[config.mk]
export PLATFORM = sky130hd
export DESIGN_NAME = mem_port_arbiter
export DESIGN_NICKNAME = d
export VERILOG_FILES = /design/src/rtl/mem_arb_pkg.sv /design/src/rtl/mem_arb_lat_cnt.sv /design/src/rtl/mem_port_arbiter.sv
export SDC_FILE = /design/constraint.sdc
export NUM_CORES = 1
export LEC_CHECK = 0
export ABC_AREA = 1
export CAP_MARGIN = 20
export CORE_AREA = 2 2 192 194
export DETAILED_ROUTE_END_ITERATION = 8
export DIE_AREA = 0 0 194 196
export HOLD_SLACK_MARGIN = 0.02
export PLACE_DENSITY = 0.57
export SLEW_MARGIN = 40
export SYNTH_ARGS = -nofsm -noshare
export SYNTH_HDL_FRONTEND = slang
export SYNTH_SLANG_ARGS = --single-unit
[constraint.sdc]
create_clock -name clk -period 1.7 [get_ports clk]
set_clock_uncertainty 0.1 [all_clocks]
set_input_delay 0.51 -clock clk [delete_from_list [all_inputs] [get_ports clk]]
set_output_delay 0.51 -clock clk [all_outputs]
set_load 0.005 [all_outputs]
[src/rtl/mem_arb_pkg.sv]
// Shared types and default timing constants for the unified-memory port arbiter.
package mem_arb_pkg;

  typedef enum logic [1:0] {
    IDLE,
    BUSY,
    RESP
  } arb_state_t;

  typedef enum logic {
    ID_IF,
    ID_DM
  } arb_id_t;

  localparam int unsigned MEM_LAT_DEF    = 2;
  localparam int unsigned STARVE_LIM_DEF = 4;

endpackage

[src/rtl/mem_arb_lat_cnt.sv]
// Loadable down-counter timing one memory access; o_zero marks the final BUSY cycle.
module mem_arb_lat_cnt #(
  parameter int unsigned W = 2
) (
  input  logic         clk,
  input  logic         rst_n,
  input  logic         i_load,
  input  logic [W-1:0] i_load_val,
  input  logic         i_dec,
  output logic         o_zero
);

  logic [W-1:0] r_cnt;

  always_ff @(posedge clk or negedge rst_n) begin
    if (!rst_n) begin
      r_cnt <= '0;
    end else if (i_load) begin
      r_cnt <= i_load_val;
    end else if (i_dec && (r_cnt != '0)) begin
      r_cnt <= r_cnt - 1'b1;
    end
  end

  assign o_zero = (r_cnt == '0);

endmodule

[src/rtl/mem_port_arbiter.sv]
// Shares one single-ported memory between IF and MEM requesters and drives pipe_stall.
// Define ARB_PERF_EN to add the perf_stall_cnt / perf_if_starve counters.
module mem_port_arbiter
  import mem_arb_pkg::*;
#(
  parameter int unsigned ADDR_W     = 64,
  parameter int unsigned DATA_W     = 64,
  parameter int unsigned MEM_LAT    = MEM_LAT_DEF,
  parameter int unsigned STARVE_LIM = STARVE_LIM_DEF
) (
  input  logic              clk,
  input  logic              rst,
  input  logic              if_req,
  input  logic [ADDR_W-1:0] if_addr,
  output logic              if_done,
  output logic [31:0]       if_rdata,
  input  logic              dm_req,
  input  logic              dm_we,
  input  logic [ADDR_W-1:0] dm_addr,
  input  logic [DATA_W-1:0] dm_wdata,
  output logic              dm_done,
  output logic [DATA_W-1:0] dm_rdata,
  output logic              mem_en,
  output logic              mem_we,
  output logic [ADDR_W-1:0] mem_addr,
  output logic [DATA_W-1:0] mem_wdata,
  input  logic [DATA_W-1:0] mem_rdata,
  output logic              pipe_stall
`ifdef ARB_PERF_EN
  ,
  output logic [31:0]       perf_stall_cnt,
  output logic [15:0]       perf_if_starve
`endif
);

  localparam int unsigned CNT_W = (MEM_LAT > 1) ? $clog2(MEM_LAT) : 1;
  localparam int unsigned SC_W  = $clog2(STARVE_LIM + 1);

  arb_state_t        r_state, w_state_nxt;
  arb_id_t           r_id;
  logic              r_we;
  logic [ADDR_W-1:0] r_addr;
  logic [DATA_W-1:0] r_wdata;
  logic              r_if_done, r_dm_done;
  logic [31:0]       r_if_rdata;
  logic [DATA_W-1:0] r_dm_rdata;
  logic [SC_W-1:0]   r_starve;
  logic              w_grant, w_pick_if, w_starved, w_lat_zero, w_last;

  assign w_starved = (r_starve == SC_W'(STARVE_LIM));
  assign w_pick_if = if_req & (~dm_req | w_starved);
  assign w_last    = (r_state == BUSY) & w_lat_zero;

  mem_arb_lat_cnt #(.W(CNT_W)) u_lat_cnt (
    .clk        (clk),
    .rst_n      (rst),
    .i_load     (w_grant),
    .i_load_val (CNT_W'(MEM_LAT - 1)),
    .i_dec      (r_state == BUSY),
    .o_zero     (w_lat_zero)
  );

  always_comb begin
    w_state_nxt = r_state;
    w_grant     = 1'b0;
    unique case (r_state)
      IDLE: begin
        if (if_req || dm_req) begin
          w_grant     = 1'b1;
          w_state_nxt = BUSY;
        end
      end
      BUSY: begin
        if (w_lat_zero) w_state_nxt = RESP;
      end
      RESP: begin
        // Regrant straight from RESP so back-to-back accesses see no idle bubble.
        if (if_req || dm_req) begin
          w_grant     = 1'b1;
          w_state_nxt = BUSY;
        end else begin
          w_state_nxt = IDLE;
        end
      end
      default: w_state_nxt = IDLE;
    endcase
  end

  always_ff @(posedge clk or negedge rst) begin
    if (!rst) begin
      r_state    <= IDLE;
      r_id       <= ID_IF;
      r_we       <= 1'b0;
      r_addr     <= '0;
      r_wdata    <= '0;
      r_if_done  <= 1'b0;
      r_dm_done  <= 1'b0;
      r_if_rdata <= '0;
      r_dm_rdata <= '0;
      r_starve   <= '0;
    end else begin
      r_state   <= w_state_nxt;
      r_if_done <= w_last && (r_id == ID_IF);
      r_dm_done <= w_last && (r_id == ID_DM);
      if (w_last && !r_we) begin
        if (r_id == ID_IF) r_if_rdata <= mem_rdata[31:0];
        else               r_dm_rdata <= mem_rdata;
      end
      if (w_grant) begin
        if (w_pick_if) begin
          r_id     <= ID_IF;
          r_we     <= 1'b0;
          r_addr   <= if_addr;
          r_wdata  <= '0;
          r_starve <= '0;
        end else begin
          r_id    <= ID_DM;
          r_we    <= dm_we;
          r_addr  <= dm_addr;
          r_wdata <= dm_wdata;
          if (if_req && !w_starved) r_starve <= r_starve + 1'b1;
        end
      end
    end
  end

  assign mem_en     = (r_state == BUSY);
  assign mem_we     = mem_en & r_we;
  assign mem_addr   = r_addr;
  assign mem_wdata  = r_wdata;
  assign if_done    = r_if_done;
  assign dm_done    = r_dm_done;
  assign if_rdata   = r_if_rdata;
  assign dm_rdata   = r_dm_rdata;
  assign pipe_stall = rst & ((if_req & ~r_if_done) | (dm_req & ~r_dm_done));

`ifdef ARB_PERF_EN
  logic [31:0] r_perf_stall;
  logic [15:0] r_perf_starve;

  // An IF grant while DM is also requesting can only come from the starvation override.
  always_ff @(posedge clk or negedge rst) begin
    if (!rst) begin
      r_perf_stall  <= '0;
      r_perf_starve <= '0;
    end else begin
      if (pipe_stall) r_perf_stall <= r_perf_stall + 1'b1;
      if (w_grant && w_pick_if && dm_req) r_perf_starve <= r_perf_starve + 1'b1;
    end
  end

  assign perf_stall_cnt = r_perf_stall;
  assign perf_if_starve = r_perf_starve;
`endif

endmodule

[Word level (Yosys, flattened, before mapping)]
Cells that the tools add are included.
Storage, ports and cells
  register bits: 234
  input bits: 261
  output and inout port bits: 229
  logic and storage cells: 61
Cells by class
  $add $sub $neg: 2
  equal/unequal tests: 5
  muxes and demuxes: 14
  bitwise operators: 13
  reductions and logical operators: 16
Operator list (count)
  $mux W64: 2
  $reduce_and A2 Y1: 4
  $mux W1: 7
  $and A1 B1 Y1: 6
  $mux W3: 2
  $pmux W2 S3: 1
  $logic_and A1 B1 Y1: 5
  $not A1 Y1: 5
  $mux W2: 2
  $ne A2 B2 Y1 const B: 2
  $reduce_bool A2 Y1: 2
  $add A3 B1 Y3 const B: 1
  $eq A3 B3 Y1 const B: 1
  $eq A2 B1 Y1 const B: 1
  $eq A2 B2 Y1 const B: 1
  $logic_not A1 Y1: 2
  $logic_not A2 Y1: 1
  $or A1 B1 Y1: 2
  $reduce_or A2 Y1: 1
  $logic_or A1 B1 Y1: 1
  $sub A1 B1 Y1 const B: 1

[Longest topological paths before layout]
Gate-level depths: netlist (run 1).
  depth in word-level cells: 5
  gate-level depth with buffers: 10
  depth with buffers taken out: 8

[Hierarchy]
Synthesis (run 1) repeated with hierarchy kept, for this count alone.
Unflattened totals
  cell total of the unflattened synthesis: 1306
  area, all modules: 10387.5 µm²
By module, submodules not included
  mem_port_arbiter: instances 1, cells each 1299, area each 10338.7 µm², sequential area each 5830.6 µm²
  mem_arb_lat_cnt: instances 1, cells each 7, area each 48.8 µm², sequential area each 25.0 µm²

[Worst setup path after synthesis (run 1)]
No wires, ideal clock.
  kind: in2out
  start: in if_req
  end: out pipe_stall
  arrival time: 1108 ps
  data required time: 1090 ps
  slack: -18 ps
  stages on the path: 5
  path buffers: 2
  cell sequence: buf_2 -> buf_2 -> inv_1 -> o22ai_1 -> and2_1
On the way
  cells in the longest elaborated chain, start to end: 3
RTL lines
  from (decl): line mem_port_arbiter.sv:13  | input logic if_req,
  $and A1 B1 Y1: line mem_port_arbiter.sv:135  | assign pipe_stall = rst & ((if_req & ~r_if_done) | (dm_req & ~r_dm_done));
  $or A1 B1 Y1: line mem_port_arbiter.sv:135
  $and A1 B1 Y1: line mem_port_arbiter.sv:135
  to (decl): line mem_port_arbiter.sv:28  | output logic pipe_stall
Every way passes these cells.

[Final worst setup path (run 1)]
  start: reg r_if_done, in the netlist if_done
  end: out pipe_stall
On the way
  cells in the longest elaborated chain, start to end: 4
RTL lines
  from (decl): line mem_port_arbiter.sv:44  | logic r_if_done, r_dm_done;
  from (signal assigned): line mem_port_arbiter.sv:103  | r_if_done <= w_last && (r_id == ID_IF);
  $not A1 Y1: line mem_port_arbiter.sv:135
  $and A1 B1 Y1: line mem_port_arbiter.sv:135
  $or A1 B1 Y1: line mem_port_arbiter.sv:135
  $and A1 B1 Y1: line mem_port_arbiter.sv:135
Every way passes these cells.

==> flow_metrics.env, run 1 <==
export IMPL_io_buffers=489
export IMPL_clock_path_buffers=3
export IMPL_p_leak_nw=9.399
export IMPL_finalCritPeriodShare_pct=114.4
export IMPL_syn_avg_cell_area_um2=8.045
export IMPL_syn_num_nets=1569
export IMPL_status="complete, but fails checks"
export IMPL_fillers=3567
export IMPL_mappedNetlistArea_um2=10510
export IMPL_drc=0
export IMPL_worstReg2RegEnd="mem_addr[15]"
export IMPL_layout_common_cells="513 x nand2_1, 257 x clkdlybuf4s50_1, 233 x dfrtp_1"
export IMPL_via_count=10948
export IMPL_cts_tree="built"
export IMPL_final_common_cell="nand2_1"
export IMPL_ff_latch_area_um2=5857
export IMPL_wire_per_inst_um=17.01
export IMPL_power_density_nw_per_um2=1710
export IMPL_violations="negative setup slack"
export IMPL_synth_seq_cells=234
export IMPL_dp_hpwl_mm=27.95
export IMPL_reg2reg_depth=10
export IMPL_ys_seq_area_share_pct=55.73
export IMPL_finalCriticalPeriod_ns=1.944
export IMPL_criticalPathCategory="flop to primary output"
export IMPL_grt_pass1_wl_mm=61.49
export IMPL_critPathLaunch="if_done"
export IMPL_max_freq_mhz=514.4
export IMPL_htreeDepth=1
export IMPL_crit_chain="o22ai_2 -> and2_1 -> buf_2"
export IMPL_place_ws_ns=-0.8890
export IMPL_r2r_start="r_starve[1]"
export IMPL_setup_viol=5
export IMPL_drive_gt1_share_pct=26.21
export IMPL_cp_data_arrival_time_ns=1.33
export IMPL_cp_start_kind="flop"
export IMPL_worst_setup_path_end_kind="primary output"
export IMPL_multi_input_area_um2=4019
export IMPL_rsz0062_at_grt="true"
export IMPL_grt_usage_pct=20.12
export IMPL_slew_violations=0
export IMPL_hp_class="input port to asynchronous set/reset pin"
export IMPL_relSlewSlack_pct=49.11
export IMPL_dr_pass1_iters=5
export IMPL_die_x_um=194
export IMPL_die_h_um=196
export IMPL_crit_slowest_cell="dfrtp_1"
export IMPL_critPathBufInv=1
export IMPL_die_area_um2=38020
export IMPL_critPathMaxFanout=2
export IMPL_core_um2=36080
export IMPL_viasPerCell=4.608
export IMPL_worstSetupPathDepth=3
export IMPL_finalSetupTns_ns=-0.8854
export IMPL_syn2layout_area_growth_pct=66.30
export IMPL_cts_root_buf="clkbuf_16"
export IMPL_ant_nets=0
export IMPL_tightestPinTransition_ns=0.7634
export IMPL_num_rows=70
export IMPL_gp_congestion=0.8469
export IMPL_fin_nets=2145
export IMPL_irDropWorstVdd_mv=0.8276
export IMPL_antenna_found_initial=5
export IMPL_grt_pass1_vias=10853
export IMPL_clock_latency_ns=0.54
export IMPL_routed_wl_mm=40.41
export IMPL_slowest_delay_ns=0.39
export IMPL_ys_types=20
export IMPL_yosysWarnings=0
export IMPL_clk_pin_slew_ns=0.06
export IMPL_reg2reg_slack_ns=0.04
export IMPL_worst_ep_required_time_ns=1.09
export IMPL_grt_start_max_net_pins=140
export IMPL_cts_sinks=234
export IMPL_setup_ws_ns=-0.2440
export IMPL_syn_inst=1306
export IMPL_cap_violations=0
export IMPL_hold_violations=0
export IMPL_endpoint="pipe_stall"
export IMPL_drtIter0Drc=484
export IMPL_overflow=0
export IMPL_pin_count=490
export IMPL_start_util_pct=29.12
export IMPL_numCtsBuffers=28
export IMPL_crit_family="flip-flops"
-- synthesized netlist by cell type --
library cell / number / area (um2)
nand3_2: 1 / 10.01
nand2_2: 1 / 6.260
buf_2: 60 / 300.3
nand4_1: 97 / 606.8
o22ai_1: 1 / 6.260
a21oi_1: 1 / 5.000
dfrtp_1: 234 / 5856
nor2_4: 2 / 22.52
clkbuf_1: 29 / 108.9
o21ai_0: 6 / 30.03
nand3_1: 194 / 970.9
buf_4: 3 / 22.52
inv_1: 139 / 521.8
and2_1: 1 / 6.260
nand2_1: 522 / 1959
inv_2: 2 / 7.510
ha_1: 2 / 25.02
buf_1: 4 / 15.01
nor2_1: 6 / 22.52
clkinv_1: 1 / 3.750
-- final cells by class --
cell class	instances	share of cell area, %
Multi-Input combinational cell	834	23.00
Clock inverter	12	0.9739
Tap cell	468	3.351
Sequential cell	234	33.52
Clock buffer	40	4.676
Inverter	142	3.101
Antenna cell	4	0.05729
Timing Repair Buffer	642	31.32
-- per-stage QoR --
step | util (%) | hold slack (ns) | std cells | total power, W | cell area, um2
6_report | 48.42 | 0.06360 | 2376 | 0.02987 | 17470
5_1_grt | 48.42 | 0.07626 | 2376 | 0.03199 | 17470
4_1_cts | 45.90 | 0.1430 | 2323 | 0.02902 | 16560
3_5_place_dp | 45.36 | 0.3571 | 2237 | 0.02436 | 16370
3_3_place_gp | 45.36 | 0.3529 | 2237 | 0.02420 | 16370
2_1_floorplan | - | 0.1144 | 1306 | 0.01513 | 10510
-- state kept, by name, summed over array words and instances (netlist names) --
name	flops
dm_rdata	64
mem_addr	64
mem_wdata	64
if_rdata	32
r_starve	3
r_state	2
dm_done	1
if_done	1
r_id	1
r_we	1
u_lat_cnt.r_cnt	1
-- kinds of logic (layout without fill, tap and decap cells) --
| logic type | count (synthesis) | after routing | share of synthesized area (%) |
|---|---|---|---|
| simple gates | 824 | 824 | 34.31 |
| buf+inv | 238 | 836 | 9.325 |
| flops | 234 | 234 | 55.73 |
| compound gates | 8 | 8 | 0.3930 |
| fa+ha+maj | 2 | 2 | 0.2381 |
| other cells | 0 | 4 | 0 |
-- power breakdown --
part           total, W  internal (W)  switching [W]
Sequential      0.00978       0.00834        0.00144
Combinational    0.0137       0.00646        0.00723
Clock           0.00639       0.00395        0.00244
Total            0.0299        0.0187         0.0111
-- worst reg2reg max path, cell delays in order (launching register included) --
cell and delay, ns:
dfrtp_1 0.39, inv_1 0.07, ha_2 0.17, nand2_2 0.07, nand2_4 0.14, buf_12 0.12, buf_12 0.13, buf_12 0.14
nand3_2 0.07, nand3_1 0.08, nand2_1 0.06
-- worst min path at each step --
stage | startpoint | slack [ns] | cells after the start | to
2_1_floorplan | rst | 0.11 | 0 | dm_done
3_3_place_gp | dm_rdata[38] | 0.35 | 2 | dm_rdata[38]
3_5_place_dp | dm_rdata[26] | 0.36 | 2 | dm_rdata[26]
4_1_cts | rst | 0.14 | 3 | dm_rdata[27]
5_1_grt | rst | 0.08 | 3 | dm_rdata[35]
6_report | rst | 0.06 | 3 | dm_rdata[2]
-- metal layers --
| metal | part of all wire (%) | track usage [%] | vias to the layer above |
|---|---|---|---|
| li1 | - | - | 5308 |
| met1 | 40 | 24.85 | 5145 |
| met2 | 49 | 33.85 | 398 |
| met3 | 7.1 | 4.624 | 95 |
| met4 | 3.9 | 8.558 | 2 |
| met5 | 0.032 | 0 | - |
-- what timing repair did --
action / in CTS / in global routing
setup endpoints to repair: 233 / 259
pin swaps: 2 / 51
gates cloned: 0 / 4
setup buffers: 33 / 43
hold endpoints to repair: 23 / 41
hold buffers: 2 / 1
resized for setup: 939 / 88
(Power assumes the default switching activity.)
==> run 2: changes to the inputs <==
--- a/config.mk
+++ b/config.mk
@@ -11,6 +11,7 @@
 export DETAILED_ROUTE_END_ITERATION = 8
 export DIE_AREA = 0 0 194 196
 export HOLD_SLACK_MARGIN = 0.02
+export MAX_ROUTING_LAYER = met4
 export PLACE_DENSITY = 0.57
 export SLEW_MARGIN = 40
 export SYNTH_ARGS = -nofsm -noshare
==> run 2 against run 1 <==
The run still ends with negative setup slack left. Critical path depth unchanged. Largest power group unchanged. Clock power about the same. First-iteration DRC count is 5.8% higher. Flip-flop and latch count is the same. Total power hardly changed. Fmax is essentially flat. Die area unchanged.
==> flow_metrics.env, run 2 (same netlist as run 1, synthesis figures left out) <==
export IMPL_status="complete, but fails checks"
export IMPL_violations="negative setup slack"
export IMPL_gp_congestion=0.8602
export IMPL_rsz0062_at_grt="true"
export IMPL_tightestPinTransition_ns=0.7676
export IMPL_finalCriticalPeriod_ns=1.945
export IMPL_die_h_um=196
export IMPL_postLayoutCoreUtil_pct=48.43
export IMPL_slew_violations=0
export IMPL_ant_nets=0
export IMPL_setup_ws_ns=-0.2447
export IMPL_clock_path_buffers=3
export IMPL_htreeDepth=1
export IMPL_grt_pass1_wl_mm=61.38
export IMPL_hp_class="input port to asynchronous set/reset pin"
export IMPL_num_rows=70
export IMPL_p_seq_share_pct=32.7
export IMPL_dr_pass1_iters=5
export IMPL_critPathMaxFanout=2
export IMPL_clkPwrFrac_pct=21.4
export IMPL_drc=0
export IMPL_setup_viol=5
export IMPL_grt_use_met2_pct=33.99
export IMPL_finalCritPeriodShare_pct=114.4
export IMPL_grt_usage_pct=20.72
export IMPL_use_met1_pct=25.09
export IMPL_irDropWorstVdd_mv=0.8248
export IMPL_drive_gt1_share_pct=26.17
export IMPL_dp_hpwl_mm=27.95
export IMPL_antenna_found_initial=5
export IMPL_clk_pin_slew_ns=0.06
export IMPL_worst_ep_required_time_ns=1.09
export IMPL_pin_count=490
export IMPL_layout_common_cells="513 x nand2_1, 257 x clkdlybuf4s50_1, 233 x dfrtp_1"
export IMPL_power_frac_comb_pct=45.8
export IMPL_viasPerCell=4.601
export IMPL_fillers=3567
export IMPL_p_sw_share_pct=37.25
export IMPL_die_area_um2=38020
export IMPL_cts_tree="built"
export IMPL_overflow=0
export IMPL_whs_ns=0.06240
export IMPL_grt_start_max_net_pins=140
export IMPL_via_count=10931
export IMPL_grt_busiest_layer="met2"
export IMPL_wire_per_inst_um=17.01
export IMPL_die_x_um=194
export IMPL_cts_root_buf="clkbuf_16"
export IMPL_met3_usage_pct=4.057
export IMPL_cp_start_kind="flop"
export IMPL_p_leak_nw=9.400
export IMPL_power_density_nw_per_um2=1708
export IMPL_numCtsBuffers=28
export IMPL_cap_violations=0
export IMPL_syn2layout_area_growth_pct=66.35
export IMPL_p_sw_w=0.01112
export IMPL_relSlewSlack_pct=48.83
export IMPL_grt_pass1_vias=10879
export IMPL_clock_latency_ns=0.54
export IMPL_place_ws_ns=-0.8890
export IMPL_criticalPathCategory="flop to primary output"
export IMPL_fin_nets=2144
export IMPL_worst_setup_path_end_kind="primary output"
export IMPL_start_util_pct=29.12
export IMPL_max_freq_mhz=514.2
export IMPL_io_buffers=489
export IMPL_internal_power_w=0.01874
export IMPL_final_common_cell="nand2_1"
export IMPL_core_um2=36080
export IMPL_routed_wl_mm=40.41
export IMPL_hold_violations=0
export IMPL_cts_sinks=234
export IMPL_drtIter0Drc=512
export IMPL_cp_data_arrival_time_ns=1.33
run 2: final cells by class:
class                      count  area, um2  share of cell area, %
antenna                        5      12.51                0.07159
clock buffer                  40      817.0                  4.675
clock inverter                12      170.2                 0.9737
inverter                     142      541.8                  3.100
multi-input combinational    834       4029                  23.05
sequential                   234       5857                  33.51
tap                          468      585.6                  3.351
timing repair buffer         641       5464                  31.26
run 2: worst paths after layout:
| kind | startpoint | endpoint | slack, ns | cells past startpoint |
|---|---|---|---|---|
| setup / recovery | if_done | pipe_stall | -0.24 | 3 |
| setup reg to reg | r_starve[1] | mem_addr[38] | 0.04 | 9 |
| min in group clk | dm_rdata[52] | dm_rdata[52] | 0.36 | 2 |
| hold / removal | rst | dm_rdata[2] | 0.06 | 3 |
| max in group asynchronous | rst | mem_wdata[13] | 0.15 | 5 |
| hold reg to reg | dm_rdata[52] | dm_rdata[52] | 0.36 | 2 |
run 2: routing by layer:
layer,share of wire (%),wire [um],up-vias
met4,3.7,1515,0
met1,40,16310,5148
met2,50,20040,390
met5,0,0,-
li1,-,-,5306
met3,6.3,2546,87
run 2: critical path, cell delays in order, from the launching register on:
cell	delay, ns
dfrtp_1	0.39
o22ai_2	0.15
and2_1	0.14
buf_2	0.13
run 2: repair_timing:
item                                   in CTS  in global routing
setup endpoints to repair                 233                256
pin swaps                                   2                 51
resized for setup                         939                 90
hold buffers                                2                  1
setup buffers                              33                 42
endpoints found under the hold margin      23                 41
gates cloned                                0                  4
run 2: power by group through the flow:
| stage | Combinational [W] | Sequential (W) | Clock, W |
|---|---|---|---|
| floorplan | 0.00508 | 0.0100 | 0 |
| global placement | 0.0144 | 0.00979 | 0 |
| detailed placement | 0.0145 | 0.00985 | 0 |
| CTS | 0.0127 | 0.00973 | 0.00659 |
| global route | 0.0151 | 0.0101 | 0.00680 |
| finish | 0.0137 | 0.00978 | 0.00639 |
run 2: stage by stage:
stage               instances  total power [W]  setup TNS, ns  cell area [um2]
floorplan                1306          0.01513              0            10510
global placement         2237          0.02420         -53.97            16370
detailed placement       2237          0.02436         -50.83            16370
CTS                      2323          0.02902         -1.174            16560
global route             2376          0.03197         -3.171            17480
finish                   2376          0.02986        -0.8887            17480
